[src/rtl/scan_letter_queue.sv]
// PS/2 set-2 letter front end: decodes E0/F0 prefixes, suppresses typematic
// repeats and queues one letter index per key press. Macro SCAN_TYPEMATIC_EN
// disables repeat suppression so auto-repeat pushes every make code.
module scan_letter_queue #(
  parameter int DEPTH = 4,
  parameter int PTR_W = 2
) (
  input  logic             CLOCK_50,
  input  logic             resetn,
  input  logic             scan_valid,
  input  logic [7:0]       scan_code,
  input  logic             out_ready,
  input  logic             clr_ovf,
  output logic             out_valid,
  output logic [4:0]       out_index,
  output logic [25:0]      out_onehot,
  output logic [PTR_W:0]   count,
  output logic             ovf
);

  typedef enum logic [1:0] {IDLE, BRK, EXT, EXTBRK} state_e;

  localparam logic [PTR_W:0] FULL_CNT = (PTR_W+1)'(DEPTH);

  state_e             state_q, state_d;
  logic [7:0]         held_code_q, held_code_d;
  logic               held_valid_q, held_valid_d;
  logic [4:0]         mem_q [DEPTH];
  logic [PTR_W-1:0]   wr_ptr_q, rd_ptr_q;
  logic [PTR_W:0]     count_q;
  logic               ovf_q;

  logic       is_letter;
  logic [4:0] letter_idx;
  logic       is_repeat;
  logic       push_req, push_ok, pop, full, drop;

  always_comb begin
    is_letter  = 1'b1;
    letter_idx = 5'd0;
    case (scan_code)
      8'h1C: letter_idx = 5'd0;   8'h32: letter_idx = 5'd1;
      8'h21: letter_idx = 5'd2;   8'h23: letter_idx = 5'd3;
      8'h24: letter_idx = 5'd4;   8'h2B: letter_idx = 5'd5;
      8'h34: letter_idx = 5'd6;   8'h33: letter_idx = 5'd7;
      8'h43: letter_idx = 5'd8;   8'h3B: letter_idx = 5'd9;
      8'h42: letter_idx = 5'd10;  8'h4B: letter_idx = 5'd11;
      8'h3A: letter_idx = 5'd12;  8'h31: letter_idx = 5'd13;
      8'h44: letter_idx = 5'd14;  8'h4D: letter_idx = 5'd15;
      8'h15: letter_idx = 5'd16;  8'h2D: letter_idx = 5'd17;
      8'h1B: letter_idx = 5'd18;  8'h2C: letter_idx = 5'd19;
      8'h3C: letter_idx = 5'd20;  8'h2A: letter_idx = 5'd21;
      8'h1D: letter_idx = 5'd22;  8'h22: letter_idx = 5'd23;
      8'h35: letter_idx = 5'd24;  8'h1A: letter_idx = 5'd25;
      default: is_letter = 1'b0;
    endcase
  end

`ifdef SCAN_TYPEMATIC_EN
  assign is_repeat = 1'b0;
`else
  assign is_repeat = held_valid_q && (scan_code == held_code_q);
`endif

  // Prefix decoder and held-key tracking; only scan_valid cycles advance it.
  always_comb begin
    state_d      = state_q;
    held_code_d  = held_code_q;
    held_valid_d = held_valid_q;
    push_req     = 1'b0;
    if (scan_valid) begin
      case (state_q)
        IDLE: begin
          if (scan_code == 8'hE0)      state_d = EXT;
          else if (scan_code == 8'hF0) state_d = BRK;
          else if (is_letter) begin
            push_req     = !is_repeat;
            held_code_d  = scan_code;
            held_valid_d = 1'b1;
          end
        end
        BRK: begin
          state_d = IDLE;
          if (held_valid_q && scan_code == held_code_q) held_valid_d = 1'b0;
        end
        EXT:     state_d = (scan_code == 8'hF0) ? EXTBRK : IDLE;
        default: state_d = IDLE;
      endcase
    end
  end

  assign full    = (count_q == FULL_CNT);
  assign pop     = out_valid && out_ready;
  // A pop on the same edge frees the slot, so a full queue still accepts.
  assign push_ok = push_req && (!full || pop);
  assign drop    = push_req && full && !pop;

  always_ff @(posedge CLOCK_50 or negedge resetn) begin
    if (!resetn) begin
      state_q      <= IDLE;
      held_code_q  <= 8'h00;
      held_valid_q <= 1'b0;
      wr_ptr_q     <= '0;
      rd_ptr_q     <= '0;
      count_q      <= '0;
      ovf_q        <= 1'b0;
      for (int i = 0; i < DEPTH; i++) mem_q[i] <= 5'd0;
    end else begin
      state_q      <= state_d;
      held_code_q  <= held_code_d;
      held_valid_q <= held_valid_d;
      if (push_ok) begin
        mem_q[wr_ptr_q] <= letter_idx;
        wr_ptr_q        <= wr_ptr_q + 1'b1;
      end
      if (pop) rd_ptr_q <= rd_ptr_q + 1'b1;
      case ({push_ok, pop})
        2'b10:   count_q <= count_q + 1'b1;
        2'b01:   count_q <= count_q - 1'b1;
        default: count_q <= count_q;
      endcase
      if (drop)         ovf_q <= 1'b1;
      else if (clr_ovf) ovf_q <= 1'b0;
    end
  end

  assign out_valid  = (count_q != '0);
  assign out_index  = out_valid ? mem_q[rd_ptr_q] : 5'd0;
  assign out_onehot = out_valid ? (26'd1 << out_index) : 26'd0;
  assign count      = count_q;
  assign ovf        = ovf_q;

endmodule

[config.mk]
export PLATFORM = sky130hd
export DESIGN_NAME = scan_letter_queue
export DESIGN_NICKNAME = d
export VERILOG_FILES = /design/src/rtl/scan_letter_queue.sv
export SDC_FILE = /design/constraint.sdc
export NUM_CORES = 1
export LEC_CHECK = 0
export CORE_ASPECT_RATIO = 0.9
export CORE_MARGIN = 2
export CORE_UTILIZATION = 43
export DETAILED_ROUTE_END_ITERATION = 12
export DONT_BUFFER_PORTS = 1
export GPL_ROUTABILITY_DRIVEN = 1
export GPL_TIMING_DRIVEN = 1
export PLACE_DENSITY = 0.64
export SYNTH_ARGS = -nofsm -noshare
export SYNTH_HDL_FRONTEND = slang
export SYNTH_SLANG_ARGS = --single-unit
[constraint.sdc]
create_clock -name CLOCK_50 -period 2.3 [get_ports CLOCK_50]
set_input_delay 0.23 -clock CLOCK_50 [delete_from_list [all_inputs] [get_ports CLOCK_50]]
set_output_delay 0.23 -clock CLOCK_50 [all_outputs]
set_load 0.05 [all_outputs]
==> out/results.ini <==
[logic_synthesis]
syn_area_per_cell_um2=9.58
synthFlopType=dfrtp_1
synthArstFlopShare_pct=100
synthTopCellsByCount=dfrtp_1, nor2_1, nand2_1, mux2_2, o21ai_0
synth_top_area_cell=dfrtp_1
synth_seq_cells=39
synthesis.nets=316
postSynthCellCount=298
synth_cell_type_count=64
yosys.area.top_type_share_pct=34.2
synth_edf_count=0
syn-cell-area_um2=2850
yosysMostFrequentCell=dfrtp_1
synth_area_leaders=dfrtp_1, mux2_2, nor2_1
ys_seq_area_share_pct=34.2
yosys_warnings=0

[sta]
tightest_slew_ns=0.508
min_period_ns=2.50
setup_viol=27
max_slew_margin_pct=65.7
fmax_ghz=0.400
final.setup.worst_slack_ns=-0.200
rsz0062_at_grt=true
finalClockSkew_ns=0.0127
hold_violations=0
setup_tns_ns=-3.48
period_share_pct=109
slew_viol_final=0

[grt]
grt_usage_pct=20.3
grt_pass1_vias=2456
grt_overflow=0
grt_pass1_wl_mm=12.1
grt_antenna_before_repair=0
grt_max_degree=40

[critical_path]
path_class=reg2out
crit_required_ns=2.07
max_stage_delay_ns=0.51
cp-start-kind=flop
crit_path_top_delay_cell=mux4_2
crit_fanout=6
crit_chain=buf_6 > mux4_2 > nand2_2 > inv_2 > or3_4 > buf_12 > nor2_4 > buf_12
critPathCaptureType=output port
critical_path_arrival_ns=2.27
crit_top_cell=buf_12

[detailed_routing]
dr_total_vias=2532
vias_per_cell=5.60
antenna_left=0
drtPass1Iterations=5
routed_wirelength_mm=7.21
wl_per_cell_um=16.0
drt_iter0_drc=75
drc=0

[clock_tree]
path_clk_slew_ns=0.08
ctsHtreeMaxLevel=2
cts-root-buf=clkbuf_8
cts_buffer_depth=2
numCtsBuffers=5
cts_tree=built
insertion_delay_ns=0.29
cts.sinks=39

[layout]
fill_cells=515
nets=379
area_growth_pct=44.1
diodes=0
fin_cells=452
drive_gt1_share_pct=49.2

[run]
drv_cap=0

[floorplanning]
rows=28
die_h_um=81.3
die_area_um2=7310
io_pins=49
dieWidth_um=89.9
start_util_pct=43.8
core_area_um2=6520

[run_status]
violations=setup timing
run_status=finished with violations

[power_and_ir_drop]
p_total_uw=2970
power_density_nw_per_um2=722
vdd_drop_max_mv=0.405
p_leak_uw=0.00167

[worst_hold_path]
hp-class=in2reg

[place]
gp_congestion=0.823
dp.cells=433
hpwl_mm=5.36
portBuffers=0

-- layout make-up --
| cell class | instances | area, µm² | share of cell area [%] |
|---|---|---|---|
| multi-input combinational | 230 | 2030 | 49.4 |
| sequential | 39 | 981 | 23.9 |
| timing repair buffer | 73 | 821 | 20.0 |
| tap | 90 | 113 | 2.74 |
| clock buffer | 6 | 82.6 | 2.01 |
| inverter | 12 | 48.8 | 1.19 |
| clock inverter | 2 | 35.0 | 0.852 |
-- routing by layer --
metal  vias up  routed length (µm)  GRT usage, %  part of all wire, %
met2        92                3420          34.1                   47
met4         0                  35          2.00                 0.49
met3         6                 475          5.29                  6.6
li1       1198                   -             -                    -
met5         -                   0             0                    0
met1      1236                3280          27.7                   45
-- power by group --
part | switching, µW | total (µW) | leakage, µW | internal, µW
Sequential | 143 | 965 | 0.000508 | 822
Clock | 241 | 593 | 0.0000612 | 351
Combinational | 752 | 1410 | 0.00110 | 660
Total | 1140 | 2970 | 0.00167 | 1830
-- registers in the layout, summed over array words and instances, names as in the netlist --
signal        flops
held_code_q       8
rd_ptr_q          2
count             3
state_q           2
wr_ptr_q          2
ovf               1
held_valid_q      1
mem_q            20
-- worst max-delay path: cells and delay by family, from the launching register on --
family / cells / cell delay, ns
multiplexers: 1 / 0.51
buffers and inverters: 4 / 0.46
flip-flops: 1 / 0.48
AND/OR/NAND/NOR: 3 / 0.55
-- placed cells by master, fill, tap and decap left out, types with 6 or more instances in the layout --
cell type,instances
buf_4,43
dfrtp_1,35
nor2_4,22
buf_12,18
mux2_2,17
nand2_1,11
nor2_1,11
o21ai_0,11
buf_6,10
nand2b_1,9
nand2_2,8
inv_1,8
xor2_1,8
nor2b_1,7
xnor2_1,7
a21oi_1,6
nor3_1,6
mux2_4,6
clkbuf_8,6
-- metrics by stage --
step	cell area (µm²)	hold slack (ns)	utilization [%]	setup WS, ns
floorplan	3060	-0.0656	-	-0.692
CTS	4010	0.0195	61.5	-0.175
global route	4110	0.00902	63.1	-0.261
detailed placement	3740	-0.0648	57.4	-0.268
finish	4110	0.0233	63.1	-0.200
global placement	3740	-0.0647	57.4	-0.223
-- kinds of logic (layout without fill, tap and decap cells) --
group	after synthesis	in the layout	synth area share [%]
AND/OR/NAND/NOR	128	128	26.0
AO/OA/AOI/OAI	47	47	11.4
flip-flops	39	39	34.2
multiplexers	35	35	16.5
buffers and inverters	29	93	4.91
XOR/XNOR	15	15	4.60
adder cells (fa/ha/maj)	5	5	2.46
-- path summary, 6_finish.rpt --
kind                                               from                       end  slack (ns)  cells after the start
min in group asynchronous                        resetn    state_q[1]$_DFFE_PN0P_        0.39                      2
worst min register to register   state_q[0]$_DFFE_PN0P_  held_valid_q$_DFFE_PN0P_        0.47                      1
max in group asynchronous                        resetn   rd_ptr_q[0]$_DFFE_PN0P_        1.69                      2
worst max register to register     count[0]$_DFFE_PN0P_      count[1]$_DFFE_PN0P_        0.03                      9
worst max-delay path            rd_ptr_q[0]$_DFFE_PN0P_            out_onehot[16]       -0.20                      8
worst min-delay path                            clr_ovf           ovf$_DFFE_PN0P_        0.02                      1
-- what timing repair did --
item	in CTS	in global routing
buffers inserted	3	7
endpoints found under the setup margin	27	33
pin swaps	17	17
resized for setup	31	16
endpoints found under the hold margin	39	0
hold buffers	2	0
(Power assumes the default switching activity.)
